==> src/rtl/fetch_stage.sv <==
// -----------------------------------------------------------------------------
// fetch_stage -- two-state (FETCH / EXEC) instruction fetch unit.
//
// Each instruction is fetched from instruction memory in FETCH, then held in
// EXEC until downstream releases it. On that release the next PC is chosen:
// jump target, taken branch, or sequential.
//
// Ports
//   clk, rst_n            clock, asynchronous active-low reset
//   imem_req/imem_addr    read request; imem_addr is always the current pc
//   imem_ready/imem_rdata read data strobe and word (only looked at while
//                         imem_req is high)
//   instr, op, funct      registered instruction and its decoder fields
//   instr_valid           instr is being executed this cycle (EXEC)
//   pc, pc_plus4          address of instr and that address + 4
//   stall                 downstream holds the current instruction
//   branch, zero, jump    next-PC controls, used only when EXEC retires
//   instr_count           retired-instruction count
//
// Optional feature: define FETCH_INSTR_CNT_EN to build the instruction
// counter; without it instr_count is tied to zero and no register exists.
// -----------------------------------------------------------------------------
module fetch_stage #(
  parameter logic [31:0] RESET_PC = 32'h0000_0000
) (
  input  logic        clk,
  input  logic        rst_n,
  output logic        imem_req,
  output logic [31:0] imem_addr,
  input  logic        imem_ready,
  input  logic [31:0] imem_rdata,
  output logic [31:0] instr,
  output logic [5:0]  op,
  output logic [5:0]  funct,
  output logic        instr_valid,
  output logic [31:0] pc,
  output logic [31:0] pc_plus4,
  input  logic        stall,
  input  logic        branch,
  input  logic        zero,
  input  logic        jump,
  output logic [31:0] instr_count
);

  // Word-align the reset vector so pc[1:0] is zero from the start.
  localparam logic [31:0] RESET_PC_W = {RESET_PC[31:2], 2'b00};

  typedef enum logic {FETCH, EXEC} state_t;

  state_t      state, state_nxt;
  logic        armed;       // low from reset until the first edge after release
  logic        fetch_done;  // FETCH accepted a word this cycle
  logic        retire;      // EXEC releases the instruction this cycle
  logic [31:0] pc_q, instr_q, next_pc, br_off;

  // ---------------- state register ----------------
  always_ff @(posedge clk or negedge rst_n) begin
    if (!rst_n) state <= FETCH;
    else        state <= state_nxt;
  end

  // Keeps imem_req low until one rising edge has passed with reset released,
  // so nothing is requested (or accepted) in the reset-release cycle.
  always_ff @(posedge clk or negedge rst_n) begin
    if (!rst_n) armed <= 1'b0;
    else        armed <= 1'b1;
  end

  // ---------------- next state / outputs ----------------
  always_comb begin
    state_nxt   = state;
    imem_req    = 1'b0;
    instr_valid = 1'b0;
    fetch_done  = 1'b0;
    retire      = 1'b0;
    case (state)
      FETCH: begin
        imem_req   = armed;
        fetch_done = armed & imem_ready;
        if (fetch_done) state_nxt = EXEC;
      end
      EXEC: begin
        instr_valid = 1'b1;
        retire      = ~stall;
        if (retire) state_nxt = FETCH;
      end
    endcase
  end

  // ---------------- next PC ----------------
  assign pc_plus4 = pc_q + 32'd4;
  assign br_off   = {{14{instr_q[15]}}, instr_q[15:0], 2'b00};

  // jump is tested first so an unknown branch flag cannot disturb a jump.
  always_comb begin
    next_pc = pc_plus4;
    if (jump)                 next_pc = {pc_plus4[31:28], instr_q[25:0], 2'b00};
    else if (branch && zero)  next_pc = pc_plus4 + br_off;
  end

  // ---------------- datapath registers ----------------
  always_ff @(posedge clk or negedge rst_n) begin
    if (!rst_n)      pc_q <= RESET_PC_W;
    else if (retire) pc_q <= next_pc;
  end

  always_ff @(posedge clk or negedge rst_n) begin
    if (!rst_n)          instr_q <= 32'h0;
    else if (fetch_done) instr_q <= imem_rdata;
  end

`ifdef FETCH_INSTR_CNT_EN
  logic [31:0] cnt_q;
  always_ff @(posedge clk or negedge rst_n) begin
    if (!rst_n)      cnt_q <= 32'h0;
    else if (retire) cnt_q <= cnt_q + 32'd1;
  end
  assign instr_count = cnt_q;
`else
  assign instr_count = 32'h0;
`endif

  assign imem_addr = pc_q;
  assign pc        = pc_q;
  assign instr     = instr_q;
  assign op        = instr_q[31:26];
  assign funct     = instr_q[5:0];

endmodule

==> config.mk <==
export PLATFORM = sky130hd
export DESIGN_NAME = fetch_stage
export DESIGN_NICKNAME = d
export VERILOG_FILES = /design/src/rtl/fetch_stage.sv
export SDC_FILE = /design/constraint.sdc
export NUM_CORES = 1
export LEC_CHECK = 0
export BUFFER_PORTS_ARGS = -buffer_cell sky130_fd_sc_hd__buf_4
export CELL_PAD_IN_SITES_DETAIL_PLACEMENT = 1
export CELL_PAD_IN_SITES_GLOBAL_PLACEMENT = 1
export CORE_AREA = 2 2 139 114
export DETAILED_ROUTE_END_ITERATION = 8
export DIE_AREA = 0 0 141 116
export PLACE_DENSITY = 0.93
export SYNTH_ARGS = -nofsm -noshare
export SYNTH_HDL_FRONTEND = slang
export SYNTH_SLANG_ARGS = --single-unit
==> constraint.sdc <==
create_clock -name clk -period 9.9 [get_ports clk]
set_clock_uncertainty 0.05 [all_clocks]
set_input_delay 2.475 -clock clk [delete_from_list [all_inputs] [get_ports clk]]
set_output_delay 2.475 -clock clk [all_outputs]
set_load 0.005 [all_outputs]
==> results of run 1 <==
==> cell type report <==
type	instances	area [um2]	area share, %
Sequential cell	64	1600	22.8
Multi-Input combinational cell	540	3520	50.0
Tap cell	189	236	3.36
Timing Repair Buffer	180	1350	19.2
Clock inverter	6	43.8	0.622
Inverter	12	45.0	0.640
Clock buffer	10	239	3.40
==> power by group through the flow <==
stage | Combinational, W | Sequential [W] | Clock (W)
finish | 0.00126 | 0.000482 | 0.000308
global route | 0.00137 | 0.000496 | 0.000327
CTS | 0.00124 | 0.000479 | 0.000314
detailed placement | 0.00123 | 0.000481 | 0
global placement | 0.00119 | 0.000475 | 0
floorplan | 0.000788 | 0.000447 | 0
==> metal layers <==
layer / vias up / part of all wire, % / global-route usage, %
met1: 2798 / 44 / 34.6
met2: 257 / 46 / 41.3
met4: 0 / 1.3 / 6.00
li1: 2579 / - / -
met3: 30 / 7.9 / 6.61
met5: - / 0 / 0
==> metrics by stage <==
stage,worst slack [ns],instance area (um2)
finish,4.33,7040
global route,4.13,7040
CTS,4.38,7040
detailed placement,4.76,6760
global placement,4.85,6760
floorplan,5.11,5900
==> critical path, stage by stage, from the launching register on <==
cell,delay [ns]
dfrtp_1,0.53
nand4_4,0.18
nor4_1,0.75
nand2_1,0.26
nor2_1,0.30
nand2_1,0.16
xnor2_1,0.33
buf_4,0.18
==> state kept, by name, summed over array words and instances (netlist names) <==
register and flops:
armed 1, imem_addr 30, instr 32, state 1
==> path summary, 6_finish.rpt <==
| check | start | end | slack (ns) | cells past startpoint |
|---|---|---|---|---|
| min in group asynchronous | rst_n | imem_addr[3]$_DFFE_PN0P_ | 2.20 | 1 |
| max in group asynchronous | rst_n | imem_addr[22]$_DFFE_PN0P_ | 7.03 | 1 |
| max reg2reg | imem_addr[2]$_DFFE_PN0P_ | imem_addr[23]$_DFFE_PN0P_ | 5.03 | 14 |
| min reg2reg | instr[25]$_DFFE_PN0P_ | instr[25]$_DFFE_PN0P_ | 0.49 | 1 |
| min | instr[25]$_DFFE_PN0P_ | instr[25]$_DFFE_PN0P_ | 0.49 | 1 |
| max | imem_addr[4]$_DFFE_PN0P_ | pc_plus4[25] | 4.33 | 7 |
==> layout by cell type, fill, tap and decap left out, types with 10 or more instances in the layout <==
cell and n:
buf_4 180, nand2_1 78, dfrtp_1 64, o21ai_0 54, nor2_1 47, a21oi_1 41
conb_1 39, ha_1 36, mux2_2 32, xnor2_1 28, xor2_1 19, nand3_1 18
a21o_1 14, inv_1 11, and3_1 11, nor3_1 10, nand4_1 10
==> cells by family after synthesis <==
group                      share of synthesized area [%]
DFF                                                 27.8
AOI/OAI and AO/OA                                   20.0
buffers and inverters                               13.6
adders and majority gates                           8.16
and+or+nand+nor                                     16.8
xor gates and xnor gates                            7.14
muxes                                               6.42
other                                              0.130
==> run_results.csv, run 1 <==
group,metric,value,unit
status,status,"completed",
power,combPwrFrac,61.4,%
clock_network,cts.clk_slew.worst_paths,0.06,ns
sta,setup_viol,0,
synthesis,synthTopCellsByArea,"dfrtp_1 (28%), buf_4 (11%), ha_1 (7.8%), mux2_2 (6.3%), nand2_1 (5.1%)",
final_layout,n_fill_cell,1786,
synthesis,yosysMostFrequentCell,"buf_4",
power,pwr-share-seq,23.5,%
clock_network,clock_latency,0.34,ns
synthesis,synth_area_per_cell,8.36,um2
detailed_routing,first_pass_iters,5,
run,maxCapViolCount,0,
sta,hold_violations,0,
synthesis,ys_ff_latch,64,
clock_network,cts_tree,"yes",
worst_setup_path,startpoint_type,"register",
detailed_routing,final_antenna_net_count,0,
sta,rsz0062_at_grt,"false",
placement,dp_hpwl,15700,um
final_layout,num_antenna_cells,0,
die,die_y,116,um
power,leakagePower,3.35,nW
sta,max_freq,0.180,GHz
synthesis,ys.flop_type,"dfrtp_1",
final_layout,area_delta_synth_final,22.1,%
global_routing,grt_usage,25.6,%
power,p_total,0.00205,W
synthesis,synth_top_area_share,27.8,%
synthesis,yosysTopAreaCell,"dfrtp_1",
final_layout,fin_util,47.3,%
sta,maxSlewHeadroom,17.9,%
synthesis,postSynthCellCount,690,
sta,final.setup.tns,0,ns
clock_network,htree_num_levels,3,
synthesis,yosys_warnings,0,
clock_network,hold_buffers,0,
final_layout,drive_gt1_share,29.1,%
placement,placed_cells,985,
sta,slew_violations,0,
detailed_routing,drt_iter0_drc,453,
synthesis,yosysSeqAreaShare,27.8,%
power,power_switching_share,46.5,%
synthesis,netlist_top_cells_count,"buf_4 (81), nand2_1 (78), dfrtp_1 (64)",
power,ir_drop,150,uV
die,dieArea,0.0164,mm2
sta,whs,0.490,ns
power,p_int,0.00109,W
worst_setup_path,critical_path_class,"register to output port",
synthesis,ys_types,64,
die,start_util,38.8,%
worst_setup_path,cp-end-kind,"output port",
synthesis,syn_area,0.00577,mm2
worst_setup_path,worst_ep_arrival_time,3.04,ns
clock_network,cts-root-buf,"clkbuf_16",
power,pwr-share-clk,15.1,%
die,core_area,0.0149,mm2
clock_network,clock_path_buffers,2,
detailed_routing,drc,0,
sta,period_needed,5.57,ns
min_path,hold_class,"register to register",
die,die_x,141,um
global_routing,grt_pass1_wl,32600,um
detailed_routing,totalWireLength,20900,um
synthesis,synth-edff-count,0,
worst_setup_path,required,7.38,ns
detailed_routing,routed_via_density,5.66,
sta,max_slew.worst_pin.slew,1.23,ns
placement,port_buffers,174,
final_layout,stdcell_count,1001,
global_routing,overflow,0,
clock_network,clock-sinks,64,
detailed_routing,post_drt_wl_per_cell,20.9,um
clock_network,post_cts_resized,0,
placement,gp_congestion,0.938,
global_routing,grt_pass1_vias,5817,
clock_network,cts_made_buffers,9,
clock_network,post_cts_buffers,0,
final_layout,num-nets-final,883,
die,row_count,40,
sta,finalCritPeriodShare,56.2,%
worst_setup_path,worstPathMaxFanout,8,
power,p_sw,0.000952,W
die,io-pin-count,213,
global_routing,antenna_found_initial,0,
global_routing,grt_max_degree,65,
power,power_density,291,mW/mm2
detailed_routing,vias,5664,
synthesis,async_reset_ff_share,100,%
(Power assumes the default switching activity.)
==> inputs of run 2 (changes only) <==
--- a/config.mk
+++ b/config.mk
@@ -8,10 +8,10 @@
 export BUFFER_PORTS_ARGS = -buffer_cell sky130_fd_sc_hd__buf_4
 export CELL_PAD_IN_SITES_DETAIL_PLACEMENT = 1
 export CELL_PAD_IN_SITES_GLOBAL_PLACEMENT = 1
-export CORE_AREA = 2 2 139 114
+export CORE_AREA = 2 2 151 124
 export DETAILED_ROUTE_END_ITERATION = 8
-export DIE_AREA = 0 0 141 116
-export PLACE_DENSITY = 0.93
+export DIE_AREA = 0 0 153 126
+export PLACE_DENSITY = 0.84
 export SYNTH_ARGS = -nofsm -noshare
 export SYNTH_HDL_FRONTEND = slang
 export SYNTH_SLANG_ARGS = --single-unit
==> constraint.sdc (replaced) <==
create_clock -name clk -period 5.1 [get_ports clk]
set_clock_uncertainty 0.05 [all_clocks]
set_input_delay 1.275 -clock clk [delete_from_list [all_inputs] [get_ports clk]]
set_output_delay 1.275 -clock clk [all_outputs]
set_load 0.005 [all_outputs]
==> run_results.csv, run 2 (same netlist as run 1, synthesis figures left out) <==
group,metric,value,unit
power,power_density,570,mW/mm2
worst_setup_path,worst_ep_arrival_time,2.97,ns
detailed_routing,first_pass_iters,5,
worst_setup_path,rr_worst_depth,15,
sta,setup_viol,0,
clock_network,cts.clk_slew.worst_paths,0.06,ns
die,dieArea,0.0193,mm2
die,io-pin-count,213,
detailed_routing,final_antenna_net_count,0,
worst_setup_path,startpoint_type,"register",
sta,max_slew.worst_pin.slew,1.10,ns
sta,final.setup.tns,0,ns
worst_setup_path,slowest_stage,"or4_4",
final_layout,drive_gt1_share,29.1,%
final_layout,final_cell_mix,"buf_4 (183), nand2_1 (78), dfrtp_1 (64), o21ai_0 (54), nor2_1 (47)",
global_routing,grt_usage,20.9,%
min_path,whs_endpoint,"instr[28]$_DFFE_PN0P_",
placement,dp_hpwl,15500,um
sta,hold_violations,0,
sta,rsz0062_at_grt,"false",
detailed_routing,routed_via_density,5.36,
sta,maxSlewHeadroom,26.9,%
die,core_area,0.0178,mm2
clock_network,clock_path_buffers,2,
die,die_x,153,um
final_layout,area_delta_synth_final,24.3,%
final_layout,num_antenna_cells,0,
sta,slew_violations,0,
sta,period_needed,4.29,ns
sta,max_freq,0.233,GHz
clock_network,cts-root-buf,"clkbuf_16",
die,die_y,126,um
status,status,"completed",
clock_network,clock-sinks,64,
final_layout,largest_reg_flops,32,
die,row_count,44,
min_path,worstHoldPathCells,1,
worst_setup_path,cp-end-kind,"output port",
power,leakagePower,3.40,nW
detailed_routing,top_layer,"met4",
clock_network,hold_buffers,0,
placement,gp_congestion,0.922,
global_routing,grt_pass1_vias,5705,
run,maxCapViolCount,0,
final_layout,final_cell_area,0.00717,mm2
min_path,hold_class,"register to register",
detailed_routing,drc,0,
worst_setup_path,r2r-end,"imem_addr[26]$_DFFE_PN0P_",
detailed_routing,dr_wl_met2,9320,um
worst_setup_path,crit-reg2reg-launch,"imem_addr[4]$_DFFE_PN0P_",
clock_network,post_cts_buffers,0,
sta,whs,0.491,ns
global_routing,overflow,0,
clock_network,htree_num_levels,3,
worst_setup_path,crit_chain,"ha_1, inv_1, or4_4, or3_4, nor2_1, xor2_1, buf_4",
global_routing,grt_max_degree,65,
worst_setup_path,r2r_setup_slack,0.84,ns
placement,placed_cell_area,0.00683,mm2
detailed_routing,wl_met1,9140,um
global_routing,grt_pass1_wl,32100,um
worst_setup_path,crit_path_max_incr_delay,0.60,ns
clock_network,cts_tree,"yes",
worst_setup_path,critical_path_class,"register to output port",
detailed_routing,vias,5602,
global_routing,antenna_found_initial,0,
die,start_util,32.4,%
detailed_routing,totalWireLength,20400,um
clock_network,cts_made_buffers,9,
final_layout,final_common_cell,"buf_4",
worst_setup_path,worstPathMaxFanout,7,
worst_setup_path,required,3.77,ns
detailed_routing,wl_met3,1680,um
min_path,hp-start,"instr[28]$_DFFE_PN0P_",
detailed_routing,drt_iter0_drc,364,
power,ir_drop,244,uV
placement,port_buffers,174,
detailed_routing,post_drt_wl_per_cell,19.5,um
sta,finalCritPeriodShare,84.2,%
final_layout,num-nets-final,886,
clock_network,clock_latency,0.35,ns
clock_network,post_cts_resized,0,
run 2: cell count changes in the layout (fill, tap and decap cells not counted):
cell / before / now
clkbuf_1: 0 / 2
inv_6: 1 / 0
clkbuf_8: 1 / 0
bufinv_16: 0 / 3
buf_4: 180 / 183
clkinv_2: 1 / 0
clkinvlp_4: 4 / 2
run 2: worst max-delay path by stage:
stage	from	end	slack, ns	depth (start not counted)
3_5_place_dp	imem_addr[4]$_DFFE_PN0P_	imem_addr[26]$_DFFE_PN0P_	0.92	15
4_1_cts	imem_addr[2]$_DFFE_PN0P_	pc_plus4[26]	0.83	7
2_1_floorplan	imem_addr[2]$_DFFE_PN0P_	imem_addr[30]$_DFFE_PN0P_	1.21	17
6_report	imem_addr[2]$_DFFE_PN0P_	pc_plus4[26]	0.81	7
5_1_grt	imem_addr[4]$_DFFE_PN0P_	imem_addr[26]$_DFFE_PN0P_	0.43	15
3_3_place_gp	imem_addr[4]$_DFFE_PN0P_	imem_addr[26]$_DFFE_PN0P_	0.96	15
run 2: where the power goes:
part / switching, W / internal (W)
combinational: 0.00128 / 0.00113
sequential: 0.000288 / 0.000654
clock: 0.000251 / 0.000478
total: 0.00182 / 0.00226
run 2: per-stage QoR:
step                setup slack (ns)  instances  power [W]  utilization (%)
finish                         0.807       1045    0.00408             40.3
global route                   0.433       1045    0.00437             40.3
floorplan                       1.21        727    0.00240                -
global placement               0.961       1029    0.00325             38.4
CTS                            0.833       1045    0.00407             40.3
detailed placement             0.917       1029    0.00332             38.4
run 2: critical path: cells and delay by family (launching register included):
| family | cells | cell delay, ns |
|---|---|---|
| DFF | 1 | 0.45 |
| adders and majority gates | 1 | 0.26 |
| xor gates and xnor gates | 1 | 0.30 |
| buffers and inverters | 2 | 0.29 |
| and+or+nand+nor | 3 | 1.32 |
run 2: final cells by class:
type | instances | area, um2
Fill cell | 2143 | 10600
Clock inverter | 5 | 105
Multi-Input combinational cell | 540 | 3520
Timing Repair Buffer | 183 | 1370
Sequential cell | 64 | 1600
Inverter | 12 | 45.0
Tap cell | 230 | 288
Clock buffer | 11 | 233
run 2: layer usage:
| layer | vias up | global-route usage [%] |
|---|---|---|
| li1 | 2587 | - |
| met1 | 2776 | 28.2 |
| met2 | 216 | 33.3 |
| met3 | 23 | 5.68 |
| met4 | 0 | 5.28 |
| met5 | - | 0 |
==> inputs of run 3 (changes only) <==
--- a/config.mk
+++ b/config.mk
@@ -8,10 +8,10 @@
 export BUFFER_PORTS_ARGS = -buffer_cell sky130_fd_sc_hd__buf_4
 export CELL_PAD_IN_SITES_DETAIL_PLACEMENT = 1
 export CELL_PAD_IN_SITES_GLOBAL_PLACEMENT = 1
-export CORE_AREA = 2 2 151 124
+export CORE_AREA = 2 2 143 117
 export DETAILED_ROUTE_END_ITERATION = 8
-export DIE_AREA = 0 0 153 126
-export PLACE_DENSITY = 0.84
+export DIE_AREA = 0 0 145 119
+export PLACE_DENSITY = 0.89
 export SYNTH_ARGS = -nofsm -noshare
 export SYNTH_HDL_FRONTEND = slang
 export SYNTH_SLANG_ARGS = --single-unit
==> constraint.sdc (replaced) <==
create_clock -name clk -period 4 [get_ports clk]
set_clock_uncertainty 0.05 [all_clocks]
set_input_delay 1 -clock clk [delete_from_list [all_inputs] [get_ports clk]]
set_output_delay 1 -clock clk [all_outputs]
set_load 0.005 [all_outputs]
==> run_results.csv, run 3 (same netlist as run 1, synthesis figures left out) <==
group,metric,value,unit
status,status,"completed",
final_layout,area_delta_synth_final,28.9,%
final_layout,num-nets-final,917,
clock_network,cts.clk_slew.worst_paths,0.06,ns
power,ir_drop,287,uV
power,leakagePower,3.56,nW
sta,finalWorstSetupSlack,0.0900,ns
final_layout,fin_util,46.4,%
detailed_routing,routed_via_density,5.41,
detailed_routing,drt_iter0_drc,459,
min_path,worstHoldPathCells,1,
global_routing,grt_usage,24.3,%
run,maxCapViolCount,0,
global_routing,antenna_found_initial,0,
detailed_routing,drc,0,
global_routing,grt_pass1_wl,33100,um
clock_network,cts_tree,"yes",
placement,pre_cts_ws,0.0499,ns
power,power_density,734,mW/mm2
final_layout,n_fill_cell,1938,
detailed_routing,totalWireLength,21300,um
worst_setup_path,critical_path_class,"register to register",
clock_network,cts-root-buf,"clkbuf_16",
final_layout,num_antenna_cells,0,
global_routing,grt_pass1_vias,5818,
die,dieArea,0.0173,mm2
global_routing,overflow,0,
placement,placed_cells,1050,
sta,slew_violations,0,
die,die_x,145,um
die,die_y,119,um
clock_network,clock_latency,0.35,ns
sta,setup_viol,0,
sta,max_slew.worst_pin.slew,0.893,ns
clock_network,clock-sinks,64,
sta,whs,0.497,ns
detailed_routing,vias,5760,
placement,dp_hpwl,15900,um
worst_setup_path,rr_worst_depth,14,
detailed_routing,final_antenna_net_count,0,
worst_setup_path,cp-end-kind,"register",
detailed_routing,first_pass_iters,5,
global_routing,grt_max_degree,65,
clock_network,htree_num_levels,3,
final_layout,drive_gt1_share,33.0,%
worst_setup_path,worst_ep_arrival_time,4.15,ns
final_layout,final_cell_mix,"buf_4 (214), nand2_1 (78), dfrtp_1 (59), o21ai_0 (51), nor2_1 (47)",
die,core_area,0.0160,mm2
die,io-pin-count,213,
final_layout,final_common_cell,"buf_4",
sta,period_needed,3.91,ns
placement,port_buffers,174,
worst_setup_path,startpoint_type,"register",
clock_network,clock_path_buffers,2,
min_path,hold_class,"register to register",
worst_setup_path,worstPathMaxFanout,5,
sta,hold_violations,0,
clock_network,post_cts_buffers,0,
clock_network,cts_made_buffers,9,
sta,max_freq,0.256,GHz
sta,maxSlewHeadroom,40.5,%
final_layout,largest_reg_flops,32,
die,row_count,42,
placement,placed_cell_area,0.00705,mm2
worst_setup_path,required,4.24,ns
final_layout,final_cell_area,0.00743,mm2
die,start_util,36.0,%
placement,gp_congestion,0.927,
detailed_routing,post_drt_wl_per_cell,20.0,um
final_layout,stdcell_count,1065,
sta,finalCritPeriodShare,97.7,%
[run 3: cell types whose count changed in the layout (fill, tap and decap cells not counted), moves of 2 or more]
cell	before	now
dfrtp_1	64	59
xnor2_2	0	2
o21ai_0	54	51
buf_4	183	214
xnor2_1	28	26
o21ai_1	1	4
clkbuf_1	2	0
dfrtp_2	0	5
[run 3: area by class of cell]
class,count,area (um2),area share [%]
Clock buffer,10,239,3.22
Clock inverter,5,105,1.41
Inverter,12,45.0,0.606
Multi-Input combinational cell,540,3550,47.8
Sequential cell,64,1610,21.6
Tap cell,220,275,3.70
Timing Repair Buffer,214,1610,21.6
[run 3: worst max-delay path: stages, from the launching register on]
cell,delay (ns)
dfrtp_1,0.35
ha_1,0.22
inv_1,0.11
or4_4,0.59
nor2_1,0.15
xor2_1,0.31
ha_1,0.31
a21o_1,0.18
a21o_1,0.17
a21oi_1,0.24
o221a_2,0.24
o21ai_1,0.14
xnor2_1,0.19
a2111oi_1,0.44
a211o_1,0.15
[run 3: through the flow]
stage	power [W]	TNS (ns)
final	0.00546	0
after global routing	0.00584	-0.0773
after CTS	0.00540	0
after detailed placement	0.00440	0
after global placement	0.00431	0
after floorplan	0.00306	0
[run 3: timing repair]
action / CTS / global route
hold endpoints to repair: 0 / 0
hold buffers: 0 / 0
resized for setup: 0 / 14
setup endpoints to repair: 0 / 8
[run 3: routing by layer]
metal / global-route usage (%) / part of all wire, % / vias to the layer above
met5: 0 / 0 / -
li1: - / - / 2650
met4: 6.25 / 1.1 / 0
met3: 4.44 / 6.4 / 20
met1: 33.4 / 46 / 2865
met2: 39.5 / 47 / 225
[run 3: worst paths after layout]
path	startpoint	to	slack, ns
max	imem_addr[3]$_DFFE_PN0P_	imem_addr[23]$_DFFE_PN0P_	0.09
min	instr[29]$_DFFE_PN0P_	instr[29]$_DFFE_PN0P_	0.50
max reg2reg	imem_addr[3]$_DFFE_PN0P_	imem_addr[23]$_DFFE_PN0P_	0.09
min reg2reg	instr[29]$_DFFE_PN0P_	instr[29]$_DFFE_PN0P_	0.50
max in group asynchronous	rst_n	imem_addr[9]$_DFFE_PN0P_	2.55
min in group asynchronous	rst_n	instr[2]$_DFFE_PN0P_	0.73
[run 3: where the power goes]
group	switching, W	leakage [nW]	internal, W
combinational	0.00176	2.64	0.00160
clock	0.000328	0.161	0.000623
sequential	0.000307	0.764	0.000838
total	0.00240	3.56	0.00306
